`config.mk`:
```
export PLATFORM = sky130hd
export DESIGN_NAME = wb_protocol_monitor
export DESIGN_NICKNAME = d
export VERILOG_FILES = /design/src/rtl/wb_mon_pkg.sv /design/src/rtl/wb_mon_channel.sv /design/src/rtl/wb_protocol_monitor.sv
export SDC_FILE = /design/constraint.sdc
export NUM_CORES = 1
export LEC_CHECK = 0
export CORE_MARGIN = 2
export CORE_UTILIZATION = 53
export DETAILED_ROUTE_END_ITERATION = 8
export PLACE_DENSITY = 0.9
export REMOVE_ABC_BUFFERS = 1
export SLEW_MARGIN = 20
export SYNTH_ARGS = -nofsm -noshare
export SYNTH_HDL_FRONTEND = slang
export SYNTH_SLANG_ARGS = --single-unit
```
`constraint.sdc`:
```
create_clock -name wb_clk_i -period 3.1 [get_ports wb_clk_i]
set_input_delay 0.62 -clock wb_clk_i [delete_from_list [all_inputs] [get_ports wb_clk_i]]
set_output_delay 0.62 -clock wb_clk_i [all_outputs]
set_load 0.01 [all_outputs]
```
`src/rtl/wb_mon_pkg.sv`:
```
// Shared types and error-bit indices for the Wishbone protocol monitor.
package wb_mon_pkg;

    typedef enum logic [1:0] {
        IDLE = 2'd0,
        CYC  = 2'd1,
        WAIT = 2'd2
    } wb_mon_state_t;

    localparam int E_STB_NO_CYC = 0;
    localparam int E_ACK_STRAY  = 1;
    localparam int E_TIMEOUT    = 2;
    localparam int E_UNSTABLE   = 3;
    localparam int E_SEL_ZERO   = 4;
    localparam int NUM_ERR      = 5;

endpackage

```
`src/rtl/wb_mon_channel.sv`:
```
// One monitored Wishbone port: beat FSM, ack wait counter, held we/sel,
// sticky error flags and a saturating completed-beat counter.
module wb_mon_channel
    import wb_mon_pkg::*;
#(
    parameter int SEL_W       = 4,
    parameter int ACK_TIMEOUT = 256,
    parameter int CNT_W       = 16,
    parameter int CHECK_SEL   = 1
) (
    input  logic               clk_i,
    input  logic               rst_i,
    input  logic               cyc_i,
    input  logic               stb_i,
    input  logic               we_i,
    input  logic [SEL_W-1:0]   sel_i,
    input  logic               ack_i,
    input  logic               clr_i,
    output logic [NUM_ERR-1:0] flags_o,
    output logic [NUM_ERR-1:0] set_o,
    output logic [NUM_ERR-1:0] flags_next_o,
    output logic [CNT_W-1:0]   beat_cnt_o
);

    localparam int WCNT_W = $clog2(ACK_TIMEOUT + 1);
    localparam logic [WCNT_W-1:0] TO_MAX  = WCNT_W'(ACK_TIMEOUT);
    localparam logic [WCNT_W-1:0] TO_LAST = WCNT_W'(ACK_TIMEOUT - 1);

    wb_mon_state_t      state_q;
    logic [WCNT_W-1:0]  wcnt_q;
    logic               we_q;
    logic [SEL_W-1:0]   sel_q;
    logic [NUM_ERR-1:0] flags_q, flags_d, set;
    logic [CNT_W-1:0]   beat_cnt_q;
    logic               active, pending;

    // Violations seen this cycle, and the next sticky flag value (set beats clear)
    always_comb begin
        active  = stb_i & cyc_i;
        pending = (state_q == WAIT) & active & ~ack_i;
        set     = '0;
        set[E_STB_NO_CYC] = stb_i & ~cyc_i;
        set[E_ACK_STRAY]  = ack_i & ~active;
        set[E_TIMEOUT]    = pending & (wcnt_q == TO_LAST);
        set[E_UNSTABLE]   = pending & ((we_i != we_q) | (sel_i != sel_q));
        set[E_SEL_ZERO]   = (CHECK_SEL != 0) & active & (sel_i == '0);
        flags_d = (clr_i ? '0 : flags_q) | set;
    end

    // Beat FSM, wait counter, held attributes, flags and beat counter
    always_ff @(posedge clk_i) begin
        if (rst_i) begin
            state_q    <= IDLE;
            wcnt_q     <= '0;
            we_q       <= 1'b0;
            sel_q      <= '0;
            flags_q    <= '0;
            beat_cnt_q <= '0;
        end else begin
            flags_q <= flags_d;
            if (active && ack_i && (beat_cnt_q != '1))
                beat_cnt_q <= beat_cnt_q + 1'b1;
            if (!cyc_i) begin
                state_q <= IDLE;                 // master abort is legal
            end else if (!stb_i || ack_i) begin
                state_q <= CYC;                  // any further stb is a fresh beat
            end else if (state_q != WAIT) begin
                state_q <= WAIT;
                wcnt_q  <= {{(WCNT_W-1){1'b0}}, 1'b1};
                we_q    <= we_i;
                sel_q   <= sel_i;
            end else if (wcnt_q != TO_MAX) begin
                wcnt_q  <= wcnt_q + 1'b1;        // holds at the limit: timeout fires once
            end
        end
    end

    assign flags_o      = flags_q;
    assign set_o        = set;
    assign flags_next_o = flags_d;
    assign beat_cnt_o   = beat_cnt_q;

endmodule

```
`src/rtl/wb_protocol_monitor.sv`:
```
// Multi-channel passive Wishbone B3 protocol monitor: per-channel checkers,
// interrupt OR-reduce and first-error capture with lowest-channel priority.
module wb_protocol_monitor
    import wb_mon_pkg::*;
#(
    parameter int NUM_CH      = 4,
    parameter int SEL_W       = 4,
    parameter int ACK_TIMEOUT = 256,
    parameter int CNT_W       = 16,
    parameter int CHECK_SEL   = 1,
    localparam int CH_W       = (NUM_CH > 1) ? $clog2(NUM_CH) : 1
) (
    input  logic                      wb_clk_i,
    input  logic                      wb_rst_i,
    input  logic [NUM_CH-1:0]         wb_cyc_i,
    input  logic [NUM_CH-1:0]         wb_stb_i,
    input  logic [NUM_CH-1:0]         wb_we_i,
    input  logic [NUM_CH*SEL_W-1:0]   wb_sel_i,
    input  logic [NUM_CH-1:0]         wb_ack_i,
    input  logic                      err_clr_i,
    output logic [NUM_CH*NUM_ERR-1:0] err_flags_o,
    output logic                      err_irq_o,
    output logic                      err_first_vld_o,
    output logic [CH_W-1:0]           err_first_ch_o,
    output logic [NUM_ERR-1:0]        err_first_code_o,
    output logic [NUM_CH*CNT_W-1:0]   beat_cnt_o
);

    logic [NUM_CH-1:0][NUM_ERR-1:0] ch_set, ch_next;
    logic                           any_set;
    logic [CH_W-1:0]                pick_ch;
    logic [NUM_ERR-1:0]             pick_code;
    logic                           irq_q, first_vld_q;
    logic [CH_W-1:0]                first_ch_q;
    logic [NUM_ERR-1:0]             first_code_q;

    for (genvar g = 0; g < NUM_CH; g++) begin : g_ch
        wb_mon_channel #(
            .SEL_W      (SEL_W),
            .ACK_TIMEOUT(ACK_TIMEOUT),
            .CNT_W      (CNT_W),
            .CHECK_SEL  (CHECK_SEL)
        ) u_ch (
            .clk_i       (wb_clk_i),
            .rst_i       (wb_rst_i),
            .cyc_i       (wb_cyc_i[g]),
            .stb_i       (wb_stb_i[g]),
            .we_i        (wb_we_i[g]),
            .sel_i       (wb_sel_i[g*SEL_W +: SEL_W]),
            .ack_i       (wb_ack_i[g]),
            .clr_i       (err_clr_i),
            .flags_o     (err_flags_o[g*NUM_ERR +: NUM_ERR]),
            .set_o       (ch_set[g]),
            .flags_next_o(ch_next[g]),
            .beat_cnt_o  (beat_cnt_o[g*CNT_W +: CNT_W])
        );
    end

    // Priority pick of the lowest channel raising a flag this cycle
    always_comb begin
        any_set   = 1'b0;
        pick_ch   = '0;
        pick_code = '0;
        for (int n = NUM_CH - 1; n >= 0; n--) begin
            if (|ch_set[n]) begin
                any_set   = 1'b1;
                pick_ch   = CH_W'(n);
                pick_code = ch_next[n];
            end
        end
    end

    // Interrupt lags the flags by one cycle; capture reloads if set collides with clear
    always_ff @(posedge wb_clk_i) begin
        if (wb_rst_i) begin
            irq_q        <= 1'b0;
            first_vld_q  <= 1'b0;
            first_ch_q   <= '0;
            first_code_q <= '0;
        end else begin
            irq_q <= |err_flags_o;
            if (any_set && (!first_vld_q || err_clr_i)) begin
                first_vld_q  <= 1'b1;
                first_ch_q   <= pick_ch;
                first_code_q <= pick_code;
            end else if (err_clr_i) begin
                first_vld_q  <= 1'b0;
                first_ch_q   <= '0;
                first_code_q <= '0;
            end
        end
    end

    assign err_irq_o        = irq_q;
    assign err_first_vld_o  = first_vld_q;
    assign err_first_ch_o   = first_ch_q;
    assign err_first_code_o = first_code_q;

endmodule

```
==> impl_metrics.ini, run 1 <==
[status]
status = complete, no violations

[synth]
synth-simple-area-share = 0.266
muxShareOfSynthArea = 0.0137
synth_ff_type = dfxtp_1
synth_compound_area_frac = 0.126
synth_fa_ha_area_frac = 0.0275
syn_area_um2 = 7290
yosys_register_bits = 157
syn_avg_cell_area_um2 = 8.42
async_flop_share = 0
synth_cell_types = 59
yosys_warnings = 0
synth_xor_area_frac = 0.108
synth_cells = 865
synth_edf_count = 0
synth_top_family_by_area = simple AND/OR/NAND/NOR gates
ys_seq_area_frac = 0.431

[power_and_ir_drop]
p_sw_frac = 0.223
finalPower_w = 0.00471
power_density_nw_per_um2 = 497
power.internal_w = 0.00366
power.clock.fraction = 0.480
pwr-share-comb = 0.077
power_leakage_nw = 3.42
seqPwrFrac = 0.443
ir_drop_v = 0.000368
switchingPower_w = 0.00105

[final_layout]
nNetsFinal = 1057
areaGrowthSynthToFinish_pct = 30.0
finalNonFillerCells = 1195
fin_area_um2 = 9470
antenna_cells_inserted = 0
postLayoutCoreUtil = 0.710
drive_gt1_frac = 0.0608

[floorplan]
rows = 42
design.die.area_um2 = 14700
die_w_um = 121
core_um2 = 13300
initial_core_util = 0.546
dieHeight_um = 121
io_pins = 128

[placed_design]
portBuffers = 127
placedInstanceArea_um2 = 8830
gp_congestion = 0.885
placedCellCount = 1163
place_hpwl_um = 12900

[timing]
min_period_ps = 2650
fin_setup_tns_ps = 0
maxSlewViolCount = 0
setup_viol = 0
finalCritPeriodShare = 0.855
finalClockSkew_ps = 5.56
hold_violations = 0
fmax_mhz = 377
rsz0062_at_grt = no
worstMarginPinSlew_ps = 696
slew_headroom = 0.535

[grt]
grt_pass1_wl_um = 30200
grt_max_degree = 74
gr-total-overflow = 0
track_usage = 0.258
grt_pass1_vias = 6288
antenna_found_initial = 0

[detailed_routing]
viasPerCell = 5.59
vias = 6685
wire_per_inst_um = 15.5
drt-total-wl_um = 18600
drc = 0
antenna_left = 0
drt-pass1-iter-count = 5
drt_iter0_drc = 473

[cts]
cts.path.max_buffers = 2
numCtsBuffers = 17
cts_resized = 0
postCtsSetupBuffers = 0
h-tree-depth = 4
clock_sinks = 157
insertion_delay_ps = 430
cts_root_buf = clkbuf_16
tritoncts = done
clk_pin_slew_ps = 60
hold_buffers = 0

[hold_path]
min_path_type = reg -> reg

[critical_path]
critPathLaunchType = flop
slowest_stage = or4b_1
critPathKind = reg -> reg
cpPeakStageDelay_ps = 490
worstPathMaxFanout = 6
crit_family = simple AND/OR/NAND/NOR gates
required_ps = 3440
arrival_ps = 2990
end_kind = flop
worst-path-buf-inv = 1
cp_cell_sequence = ha_1, nand2_1, nor2_1, and3_1, ha_1, o31ai_1, buf_4, and4bb_2, a31oi_4, or4b_1, o31ai_1

[job]
drv_cap = 0
-- per-layer routing --
layer / track usage / vias up / part of all wire
met3: 0.0761 / 38 / 0.073
met2: 0.436 / 235 / 0.49
met1: 0.314 / 3109 / 0.42
met4: 0.0884 / 0 / 0.021
met5: 0 / - / 0
li1: - / 3303 / -
-- per-stage QoR --
step	hold slack [ps]	setup slack, ps
after floorplan	439	597
after global placement	458	113
after detailed placement	472	59.8
after CTS	480	489
after global routing	498	282
final	481	451
-- flip-flops by register name, summed over array words and instances (netlist names) --
name,flops
err_first_ch_o,2
g_ch.u_ch.sel_q,16
err_first_code_o,5
g_ch.u_ch.wcnt_q,36
g_ch.u_ch.we_q,4
g_ch.u_ch.beat_cnt_o,64
g_ch.u_ch.flags_o,20
err_first_vld_o,1
err_irq_o,1
g_ch.u_ch.state_q,8
-- cell usage after synthesis, types with 16 or more instances --
master / instances / area share
xnor2_1: 44 / 0.053
nand2_1: 83 / 0.043
ha_1: 16 / 0.027
dfxtp_1: 157 / 0.43
o21ai_0: 34 / 0.023
xor2_1: 46 / 0.055
nand4_1: 21 / 0.018
clkbuf_1: 19 / 0.0098
inv_1: 29 / 0.015
nor2_1: 140 / 0.072
and3_1: 16 / 0.014
nand3_1: 35 / 0.024
nor3_1: 21 / 0.014
a21oi_1: 47 / 0.032
-- power by group through the flow --
stage	Combinational [W]	Sequential (W)	Clock [W]
3_3_place_gp	0.000346	0.00213	0
2_1_floorplan	0.000157	0.00213	0
3_5_place_dp	0.000355	0.00213	0
4_1_cts	0.000361	0.00208	0.00228
5_1_grt	0.000394	0.00209	0.00237
6_report	0.000364	0.00209	0.00226
-- layout make-up --
type | instances | area [µm²]
Multi-Input combinational cell | 655 | 3940
Fill cell | 986 | 3870
Sequential cell | 157 | 3140
Timing Repair Buffer | 145 | 1420
Clock buffer | 19 | 443
Tap cell | 176 | 220
Clock inverter | 13 | 195
Inverter | 30 | 113
-- cell families after synthesis --
group / after synthesis
xor+xnor: 90
buf+inv: 53
fa+ha+maj: 16
compound gates: 143
mux: 10
simple gates: 396
flops: 157
-- cell usage in the layout, fill, tap and decap left out, types with 16 or more instances in the layout --
cell type,count
dfxtp_1,157
nor2_1,140
clkdlybuf4s50_1,126
nand2_1,83
a21oi_1,47
xor2_1,46
xnor2_1,44
nand3_1,35
o21ai_0,34
inv_1,29
nor3_1,21
nand4_1,21
buf_4,18
clkbuf_16,17
and3_1,16
ha_1,16
-- tightest hold or removal path: stages (launching register included) --
cell and delay, ps:
dfxtp_1 330, nand2_1 60, a21oi_1 50
-- worst paths after layout --
kind,startpoint,end,slack [ps],cells after the start
worst max-delay path,g_ch[1].u_ch.wcnt_q[0],err_first_code_o[0],450,11
worst min register to register,g_ch[2].u_ch.wcnt_q[8],g_ch[2].u_ch.wcnt_q[8],480,2
worst max register to register,g_ch[1].u_ch.wcnt_q[0],err_first_code_o[0],450,11
worst min-delay path,g_ch[2].u_ch.wcnt_q[8],g_ch[2].u_ch.wcnt_q[8],480,2
Power figures use the tool's default switching activity.
==> run 2: changes to the inputs <==
--- a/config.mk
+++ b/config.mk
@@ -14,3 +14,4 @@
 export SYNTH_ARGS = -nofsm -noshare
 export SYNTH_HDL_FRONTEND = slang
 export SYNTH_SLANG_ARGS = --single-unit
+export TNS_END_PERCENT = 100
==> results of run 2 <==
No change in the layout: final DEF, timing and power equal those of run 1.
==> run 3: changes to the inputs <==
--- a/config.mk
+++ b/config.mk
@@ -8,7 +8,7 @@
 export CORE_MARGIN = 2
 export CORE_UTILIZATION = 53
 export DETAILED_ROUTE_END_ITERATION = 8
-export PLACE_DENSITY = 0.9
+export PLACE_DENSITY = 0.8
 export REMOVE_ABC_BUFFERS = 1
 export SLEW_MARGIN = 20
 export SYNTH_ARGS = -nofsm -noshare
==> impl_metrics.ini, run 3 (same netlist as run 1, synthesis figures left out) <==
[final_layout]
layout_common_cells = dfxtp_1 (157), nor2_1 (140), clkdlybuf4s50_1 (126)
nNetsFinal = 1060
largest_reg_flops = 64
postLayoutCoreUtil = 0.710
areaGrowthSynthToFinish_pct = 30.1
fillerInstances = 1080
drive_gt1_frac = 0.0607
layout_commonest_cell = dfxtp_1
finalNonFillerCells = 1197
multiInputGateArea_um2 = 3940
regArea_um2 = 3140
fin_area_um2 = 9480
antenna_cells_inserted = 0

[critical_path]
worst_path_most_repeated_cell = ha_1
cp_cell_sequence = ha_1, nand2_1, nor2_1, and3_1, ha_1, o31a_1, and4bb_2, a31oi_4, or4b_1, o31ai_1
required_ps = 3420
crit_start = g_ch[0].u_ch.wcnt_q[0]
worst-path-buf-inv = 0
regToRegEndpoint = err_first_code_o[4]
slowest_stage = or4b_1
arrival_ps = 2960
timing.rr.start = g_ch[0].u_ch.wcnt_q[0]
reg2reg_depth = 10
worstPathMaxFanout = 9
critPathLaunchType = flop
end_kind = flop
cpPeakStageDelay_ps = 500
path_depth = 10
crit_family = simple AND/OR/NAND/NOR gates
cp-endpoint = err_first_code_o[4]
reg2reg_slack_ps = 460
critPathKind = reg -> reg

[placed_design]
portBuffers = 127
place_hpwl_um = 12500
gp_congestion = 0.926
placedCellCount = 1166
placedInstanceArea_um2 = 8860

[detailed_routing]
drt_iter0_drc = 453
drt-total-wl_um = 17900
wire_per_inst_um = 14.9
vias = 6604
drt-pass1-iter-count = 5
drc = 0
antenna_left = 0
viasPerCell = 5.52

[timing]
finalClockSkew_ps = 6.66
setup_viol = 0
fmax_mhz = 379
worstMarginPinSlew_ps = 709
hold_violations = 0
rsz0062_at_grt = no
finalCritPeriodShare = 0.852
maxSlewViolCount = 0
min_period_ps = 2640
fin_setup_tns_ps = 0
slew_headroom = 0.527

[grt]
grt_max_degree = 67
track_usage = 0.249
gr-total-overflow = 0
grt_pass1_wl_um = 29300
antenna_found_initial = 0
grt_pass1_vias = 5956

[floorplan]
dieHeight_um = 121
design.die.area_um2 = 14700
rows = 42
io_pins = 128
core_um2 = 13300
die_w_um = 121
initial_core_util = 0.546

[cts]
hold_buffers = 0
clock_sinks = 157
insertion_delay_ps = 420
cts_resized = 0
clk_pin_slew_ps = 60
cts.path.max_buffers = 2
tritoncts = done
h-tree-depth = 4
postCtsSetupBuffers = 0
cts_root_buf = clkbuf_16
numCtsBuffers = 17

[power_and_ir_drop]
ir_drop_v = 0.000388
power_density_nw_per_um2 = 487
power_leakage_nw = 3.42

[status]
status = complete, no violations

[job]
drv_cap = 0

[hold_path]
min_path_type = reg -> reg
==> run 3: changes by cell type in the layout (fill, tap and decap cells not counted), sizes merged <==
cell,delta
clkinvlp,-1
clkinv,-5
buf,+3
bufinv,-2
clkbuf,+7
==> run 3: worst min path at each step <==
| stage | start | endpoint | slack (ps) | depth (start not counted) |
|---|---|---|---|---|
| after floorplan | g_ch[0].u_ch.wcnt_q[8] | g_ch[0].u_ch.wcnt_q[8] | 440 | 2 |
| after global placement | g_ch[0].u_ch.wcnt_q[8] | g_ch[0].u_ch.wcnt_q[8] | 460 | 2 |
| after detailed placement | g_ch[2].u_ch.wcnt_q[8] | g_ch[2].u_ch.wcnt_q[8] | 460 | 2 |
| after CTS | g_ch[1].u_ch.sel_q[2] | g_ch[1].u_ch.sel_q[2] | 490 | 2 |
| after global routing | g_ch[0].u_ch.sel_q[1] | g_ch[0].u_ch.sel_q[1] | 510 | 2 |
| final | g_ch[2].u_ch.we_q | g_ch[2].u_ch.we_q | 490 | 2 |
==> run 3: cell type report <==
type | instances | area share
inverters | 30 | 0.0119
flip-flops and latches | 157 | 0.332
clock inverters | 5 | 0.0108
multi-input cells | 655 | 0.416
clock buffers | 26 | 0.0548
repair buffers | 148 | 0.152
well taps | 176 | 0.0232
==> run 3: worst register-to-register path, delay by kind of cell (launching register included) <==
family	cells	cell delay, ps
and+or+nand+nor	5	1170
AOI/OAI and AO/OA	3	580
adders and majority gates	2	450
DFF	1	340
==> run 3: per-layer routing <==
layer / GRT usage / wire length, µm / up-vias
li1: - / - / 3311
met1: 0.327 / 8110 / 3083
met2: 0.398 / 8300 / 184
met3: 0.0724 / 1140 / 26
met4: 0.0733 / 318 / 0
met5: 0 / 0 / -
==> run 3: power by group <==
| part | switching (W) | internal (W) |
|---|---|---|
| Combinational | 0.000193 | 0.000167 |
| Clock | 0.000779 | 0.00139 |
| Sequential | 0.0000288 | 0.00205 |
| Total | 0.00100 | 0.00361 |
==> run 3: stage by stage <==
step / power, W / setup WS (ps) / hold slack [ps]
3_5_place_dp: 0.00248 / 133 / 464
4_1_cts: 0.00465 / 470 / 487
3_3_place_gp: 0.00248 / 172 / 458
5_1_grt: 0.00477 / 288 / 511
2_1_floorplan: 0.00229 / 597 / 439
6_report: 0.00461 / 459 / 487
